### config.mk
export PLATFORM = sky130hd
export DESIGN_NAME = button_event_classifier
export DESIGN_NICKNAME = d
export VERILOG_FILES = /design/src/rtl/button_pkg.sv /design/src/rtl/ms_tick_gen.sv /design/src/rtl/button_event_classifier.sv
export SDC_FILE = /design/constraint.sdc
export NUM_CORES = 1
export LEC_CHECK = 0
export BUFFER_PORTS_ARGS = -buffer_cell sky130_fd_sc_hd__buf_4
export CAP_MARGIN = 20
export CORE_UTILIZATION = 25
export DETAILED_ROUTE_END_ITERATION = 8
export PLACE_DENSITY = 0.46
export RECOVER_POWER = 100
export SLEW_MARGIN = 20
export SYNTH_ARGS = -nofsm -noshare
export SYNTH_HDL_FRONTEND = slang
export SYNTH_SLANG_ARGS = --single-unit
export TNS_END_PERCENT = 20
### constraint.sdc
create_clock -name clk -period 2.66 [get_ports clk]
set_input_delay 0.133 -clock clk [delete_from_list [all_inputs] [get_ports clk]]
set_output_delay 0.133 -clock clk [all_outputs]
set_load 0.01 [all_outputs]
### src/rtl/button_pkg.sv
// Shared types for the button gesture classifier: FSM state encoding and
// millisecond counter width.
package button_pkg;

    localparam int MS_CNT_W = 16;

    typedef enum logic [2:0] {
        ST_IDLE   = 3'd0,
        ST_PRESS  = 3'd1,
        ST_HELD   = 3'd2,
        ST_GAP    = 3'd3,
        ST_PRESS2 = 3'd4
    } btn_state_e;

endpackage

### src/rtl/ms_tick_gen.sv
// Millisecond prescaler: tick_o is high for the last cycle of every
// CLK_FREQ*1000-cycle period; clr_i restarts the period from zero.
module ms_tick_gen #(
    parameter int CLK_FREQ = 50
) (
    input  logic clk,
    input  logic rst_n,
    input  logic clr_i,
    output logic tick_o
);

    localparam int DIV = CLK_FREQ * 1000;
    localparam int PW  = (DIV > 1) ? $clog2(DIV) : 1;

    logic [PW-1:0] presc_q;
    logic [PW-1:0] presc_d;

    assign tick_o = (presc_q == PW'(DIV - 1));

    always_comb begin
        presc_d = presc_q + PW'(1);
        if (clr_i || tick_o) begin
            presc_d = '0;
        end
    end

    always_ff @(posedge clk or negedge rst_n) begin
        if (!rst_n) begin
            presc_q <= '0;
        end else begin
            presc_q <= presc_d;
        end
    end

endmodule

### src/rtl/button_event_classifier.sv
// Classifies a debounced button level into press/release/short/long/double-click
// pulses. Optional auto-repeat while held is enabled by defining BTN_AUTOREPEAT_EN.
module button_event_classifier
    import button_pkg::*;
#(
    parameter int CLK_FREQ  = 50,
    parameter int LONG_MS   = 1000,
    parameter int DCLICK_MS = 300,
    parameter int REPEAT_MS = 200
) (
    input  logic clk,
    input  logic rst_n,
    input  logic pb_db,
    output logic press_p,
    output logic release_p,
    output logic short_p,
    output logic long_p,
    output logic dclick_p,
    output logic repeat_p
);

    if (LONG_MS < 1 || LONG_MS > 65534 || DCLICK_MS < 1 || DCLICK_MS > 65534 ||
        REPEAT_MS < 1 || REPEAT_MS > 65534) begin : g_bad_params
        $error("button_event_classifier: *_MS parameters must be in 1..65534");
    end

    btn_state_e          state_q, state_d;
    logic                pb_prev_q;
    logic [MS_CNT_W-1:0] ms_cnt_q;
    logic                ms_tick;
    logic                clr;
    logic                rise, fall;
    logic                long_hit, dclick_hit;
    logic                press_q, release_q, short_q, long_q, dclick_q;
    logic                short_d, long_d, dclick_d;

    assign rise = pb_db & ~pb_prev_q;
    assign fall = ~pb_db & pb_prev_q;

    // Thresholds fire on the tick that moves ms_cnt onto the limit, so an event
    // lands exactly N ms after the transition that cleared the timer.
    assign long_hit   = ms_tick && (ms_cnt_q == MS_CNT_W'(LONG_MS - 1));
    assign dclick_hit = ms_tick && (ms_cnt_q == MS_CNT_W'(DCLICK_MS - 1));

`ifdef BTN_AUTOREPEAT_EN
    logic rpt_hit;
    logic repeat_q;
    assign rpt_hit = (state_q == ST_HELD) && !fall && ms_tick &&
                     (ms_cnt_q == MS_CNT_W'(REPEAT_MS - 1));
    assign clr      = (state_d != state_q) || rpt_hit;
    assign repeat_p = repeat_q;
`else
    assign clr      = (state_d != state_q);
    assign repeat_p = 1'b0;
`endif

    ms_tick_gen #(.CLK_FREQ(CLK_FREQ)) u_tick (
        .clk    (clk),
        .rst_n  (rst_n),
        .clr_i  (clr),
        .tick_o (ms_tick)
    );

    always_ff @(posedge clk or negedge rst_n) begin
        if (!rst_n) begin
            state_q   <= ST_IDLE;
            pb_prev_q <= 1'b0;
            ms_cnt_q  <= '0;
            press_q   <= 1'b0;
            release_q <= 1'b0;
            short_q   <= 1'b0;
            long_q    <= 1'b0;
            dclick_q  <= 1'b0;
        end else begin
            state_q   <= state_d;
            pb_prev_q <= pb_db;
            if (clr) begin
                ms_cnt_q <= '0;
            end else if (ms_tick && (ms_cnt_q != '1)) begin
                ms_cnt_q <= ms_cnt_q + MS_CNT_W'(1);
            end
            press_q   <= rise;
            release_q <= fall;
            short_q   <= short_d;
            long_q    <= long_d;
            dclick_q  <= dclick_d;
        end
    end

`ifdef BTN_AUTOREPEAT_EN
    always_ff @(posedge clk or negedge rst_n) begin
        if (!rst_n) begin
            repeat_q <= 1'b0;
        end else begin
            repeat_q <= rpt_hit;
        end
    end
`endif

    always_comb begin
        state_d = state_q;
        case (state_q)
            ST_IDLE:   if (rise) state_d = ST_PRESS;
            ST_PRESS: begin
                if (long_hit)  state_d = fall ? ST_IDLE : ST_HELD;
                else if (fall) state_d = ST_GAP;
            end
            ST_HELD:   if (fall) state_d = ST_IDLE;
            ST_GAP: begin
                if (rise)            state_d = ST_PRESS2;
                else if (dclick_hit) state_d = ST_IDLE;
            end
            ST_PRESS2: if (fall) state_d = ST_IDLE;
            default:   state_d = ST_IDLE;
        endcase
    end

    // A second press arriving on the window-expiry cycle counts as a double click.
    always_comb begin
        long_d   = (state_q == ST_PRESS) && long_hit;
        dclick_d = (state_q == ST_GAP) && rise;
        short_d  = (state_q == ST_GAP) && !rise && dclick_hit;
    end

    assign press_p   = press_q;
    assign release_p = release_q;
    assign short_p   = short_q;
    assign long_p    = long_q;
    assign dclick_p  = dclick_q;

endmodule

==> qor.log <==
INFO  grt            grt_usage=10.4%
INFO  clock_tree     clkSlewWorstSetupHoldPaths=90ps
INFO  sta            timing_worst_slew_pin_value=1020ps
INFO  clock_tree     cts_setup_buffers=0
INFO  setup_path     timing.critical_path.cells=ha_1 > and3_1 > nand4_1 > clkbuf_1 > o21bai_1 > o211ai_1 > nand4_2 > buf_4 > a21oi_1
INFO  sta            timing_hold_violations_final=0
INFO  logic_synthesis synth_edf_count=0
INFO  floorplan      placeableCoreArea=8180squm
INFO  setup_path     worstSetupPathType=reg -> reg
INFO  logic_synthesis syn-instance-count=211
INFO  setup_path     endpoint_kind=flip-flop
INFO  placement      detailedPlace.worstSlack=376ps
INFO  clock_tree     clock_insertion_delay_worst_skew=300ps
INFO  logic_synthesis ys_ff_latch=41
INFO  floorplan      fp.dieW=93.8um
INFO  clock_tree     cts_tree=done
INFO  pwr            p_leak=1.01nW
INFO  drt            routed-via-count=1504
INFO  cells_and_area final_core_utilization=28.8%
INFO  drt            drt-wirelength-per-cell=12.5um
INFO  drt            wirelength=4140um
INFO  grt            grt_start_max_net_pins=42
INFO  floorplan      chipHeight=93.8um
INFO  setup_path     cell_at_the_slowest_stage_of_the_critical_path=sky130_fd_sc_hd__dfrtp_1
INFO  sta            fmax=427MHz
INFO  sta            period_minus_slack=2340ps
INFO  cells_and_area fill_cells=864
INFO  placement      count_of_port_buffers_added_during_placement=7
INFO  pwr            p_per_area=661nW/um^2
INFO  pwr            clock_share_of_power=30.2%
INFO  clock_tree     cts_made_buffers=5
INFO  clock_tree     clockRootBuffer=sky130_fd_sc_hd__clkbuf_8
INFO  floorplan      fp-row-count=33
INFO  clock_tree     clock_tree.htree_level_count=2
INFO  sta            fin_skew=17.4ps
INFO  pwr            worst_ir_drop_vdd=249uV
INFO  grt            antenna_found_initial=0
INFO  sta            slew_viol_final=0
INFO  logic_synthesis avgSynthCellArea=9.99squm
INFO  drt            vias_per_cell=4.53
INFO  sta            rsz0062_at_grt=no
INFO  floorplan      dieArea=8800squm
INFO  sta            period_share=88.0%
INFO  grt            globalRouteOverflowTotal=0
INFO  placement      place.gp.congestion=0.751
INFO  drt            detail-route-antenna-nets=0
INFO  logic_synthesis yosysWarningCount=0
INFO  setup_path     worstPathMaxFanout=15
INFO  logic_synthesis dominantRegCellSynth=sky130_fd_sc_hd__dfrtp_1
INFO  pwr            power.share.combinational=23.9%
INFO  setup_path     critical_path.max_stage_delay=390ps
INFO  cells_and_area multiInputGateArea=998squm
INFO  sta            setup_violations=0
INFO  pwr            p_int=1.04mW
INFO  grt            grt_pass1_vias=1408
INFO  logic_synthesis mappedNetlistNets=216
INFO  drt            drt_first_pass_iters=4
INFO  clock_tree     total_clock_sinks=41
INFO  logic_synthesis synth_seq_area_share=48.7%
INFO  sta            fin_tns_setup=0ps
INFO  flow_run       drv_cap=0
INFO  cells_and_area num_antenna_cells=0
INFO  grt            wire_length_of_the_first_global_routing_pass=7100um
INFO  cells_and_area final_net_count=231
INFO  pwr            switching_share=33.3%
INFO  cells_and_area seqCellArea=1030squm
INFO  logic_synthesis ys_async_sr_fraction=100%
INFO  cells_and_area area_delta_synth_final=11.8%
INFO  pwr            p_sw=0.519mW
INFO  cells_and_area post_route_cells_drive_above_1_share=12.3%
INFO  drt            residual_drc_count=0
INFO  setup_path     worst_setup_path_start_kind=flip-flop
INFO  logic_synthesis ys_types=46
INFO  sta            setup_ws=320ps
INFO  drt            drt_iter0_markers=64
INFO  floorplan      initial_core_util=25.8%
INFO  floorplan      floorplan.io_pins=9
INFO  setup_path     crit_arrival=2570ps
INFO  logic_synthesis post_syn_area=2110squm
INFO  pwr            power.sequential.fraction=45.8%
INFO  sta            max-slew-margin-rel=31.7%
INFO  worst_hold_path worstHoldPathType=reg -> reg
INFO  clock_tree     clockBufferDepth=2
INFO  status         result_of_the_run=finished clean
INFO  setup_path     required=2890ps
INFO  placement      dp.final_hpwl=2840um
==> metal layers <==
layer  GRT usage [%]  wire [um]  vias to the layer above
met3            2.67        131                        5
met4            3.46         49                        0
met2            15.1       1790                       19
li1                -          -                      762
met5               0          0                        -
met1            14.9       2170                      718
==> cells by family after synthesis <==
family,count (synthesis),synth area share [%]
AO/OA/AOI/OAI,16,6.30
XOR/XNOR,27,11.2
adder cells (fa/ha/maj),2,1.19
buffers and inverters,8,3.68
flip-flops,41,48.7
multiplexers,1,0.475
other,1,0.178
AND/OR/NAND/NOR,115,28.3
==> power groups by stage <==
stage / registers [mW] / clock network (mW) / logic (mW)
2_1_floorplan: 0.707 / 0 / 0.364
3_3_place_gp: 0.726 / 0 / 0.401
3_5_place_dp: 0.725 / 0 / 0.392
4_1_cts: 0.714 / 0.484 / 0.395
5_1_grt: 0.720 / 0.518 / 0.425
6_report: 0.713 / 0.470 / 0.372
==> through the flow <==
stage | cells | power (mW) | hold slack [ps] | area (sq um)
2_1_floorplan | 211 | 1.07 | -163 | 2110
3_3_place_gp | 322 | 1.13 | 153 | 2260
3_5_place_dp | 322 | 1.12 | 159 | 2260
4_1_cts | 332 | 1.59 | 378 | 2390
5_1_grt | 332 | 1.66 | 471 | 2350
6_report | 332 | 1.56 | 460 | 2350
==> final cells by class <==
type	count	area share, %
Sequential cell	41	43.6
Inverter	1	0.159
Timing Repair Buffer	15	3.83
Clock buffer	7	4.09
Tap cell	105	5.58
Multi-Input combinational cell	162	42.4
Clock inverter	1	0.372
==> cell usage in the layout, fill, tap and decap left out, types with 2 or more instances in the layout <==
master | netlist | routed
sky130_fd_sc_hd__and3_1 | 3 | 4
sky130_fd_sc_hd__buf_4 | 1 | 4
sky130_fd_sc_hd__clkbuf_1 | 0 | 6
sky130_fd_sc_hd__clkbuf_2 | 0 | 2
sky130_fd_sc_hd__clkbuf_8 | 2 | 7
sky130_fd_sc_hd__dfrtp_1 | 41 | 41
sky130_fd_sc_hd__dlygate4sd3_1 | 0 | 2
sky130_fd_sc_hd__ha_1 | 2 | 2
sky130_fd_sc_hd__nand2_1 | 25 | 25
sky130_fd_sc_hd__nand2b_1 | 2 | 2
sky130_fd_sc_hd__nand3_1 | 9 | 9
sky130_fd_sc_hd__nand4_1 | 8 | 8
sky130_fd_sc_hd__nand4_2 | 2 | 2
sky130_fd_sc_hd__nand4b_1 | 2 | 2
sky130_fd_sc_hd__nor2_1 | 38 | 38
sky130_fd_sc_hd__nor2b_1 | 2 | 2
sky130_fd_sc_hd__nor3_1 | 2 | 2
sky130_fd_sc_hd__nor3b_1 | 2 | 2
sky130_fd_sc_hd__nor4_1 | 5 | 5
sky130_fd_sc_hd__nor4b_1 | 5 | 5
sky130_fd_sc_hd__o21ai_0 | 2 | 2
sky130_fd_sc_hd__or3_1 | 2 | 2
sky130_fd_sc_hd__xnor2_1 | 9 | 9
sky130_fd_sc_hd__xor2_1 | 18 | 18
==> registers in the layout, indices dropped and copies added (netlist names) <==
name,count
press_p,1
release_p,1
ms_cnt_q,16
long_p,1
short_p,1
state_q,3
dclick_p,1
u_tick.presc_q,16
pb_prev_q,1
==> synthesized netlist by cell type (2+ instances only) <==
cell	count	area, sq um
sky130_fd_sc_hd__and3_1	3	18.8
sky130_fd_sc_hd__or3_1	2	12.5
sky130_fd_sc_hd__nand3_1	9	45.0
sky130_fd_sc_hd__nor4b_1	5	43.8
sky130_fd_sc_hd__nand4_2	2	25.0
sky130_fd_sc_hd__and3_2	2	15.0
sky130_fd_sc_hd__nand4b_1	2	17.5
sky130_fd_sc_hd__nand4_1	8	50.1
sky130_fd_sc_hd__ha_1	2	25.0
sky130_fd_sc_hd__dfrtp_1	41	1030
sky130_fd_sc_hd__nor2_1	38	143
sky130_fd_sc_hd__o21ai_0	2	10.0
sky130_fd_sc_hd__xor2_1	18	158
sky130_fd_sc_hd__nor2b_1	2	12.5
sky130_fd_sc_hd__a21oi_2	2	17.5
sky130_fd_sc_hd__nor4_1	5	31.3
sky130_fd_sc_hd__nand2_1	25	93.8
sky130_fd_sc_hd__nor3_1	2	10.0
sky130_fd_sc_hd__nand2b_1	2	12.5
sky130_fd_sc_hd__nor3b_1	2	15.0
sky130_fd_sc_hd__xnor2_1	9	78.8
sky130_fd_sc_hd__buf_6	3	33.8
sky130_fd_sc_hd__clkbuf_8	2	27.5
==> worst max-delay path: cells and delay by family, from the launching register on <==
family                   cells  cell delay, ps
adder cells (fa/ha/maj)      1             220
flip-flops                   1             390
buffers and inverters        2             580
AO/OA/AOI/OAI                3             430
AND/OR/NAND/NOR              3             650
==> final timing paths <==
| path | slack (ps) | cells past startpoint | end | start |
|---|---|---|---|---|
| setup / recovery | 320 | 9 | ms_cnt_q[3] | u_tick.presc_q[0] |
| hold / removal | 460 | 1 | u_tick.presc_q[0] | u_tick.presc_q[0] |
| setup reg to reg | 320 | 9 | ms_cnt_q[3] | u_tick.presc_q[0] |
| hold reg to reg | 460 | 1 | u_tick.presc_q[0] | u_tick.presc_q[0] |
| max in group asynchronous | 1470 | 2 | u_tick.presc_q[3] | rst_n |
| min in group asynchronous | 550 | 2 | dclick_p | rst_n |
==> what timing repair did <==
action / 4_1_cts / 5_1_grt
hold endpoints to repair: 42 / 0
gates resized for setup: 0 / 0
hold buffers: 2 / 0
Note: power is estimated with default switching activity, not from simulation.
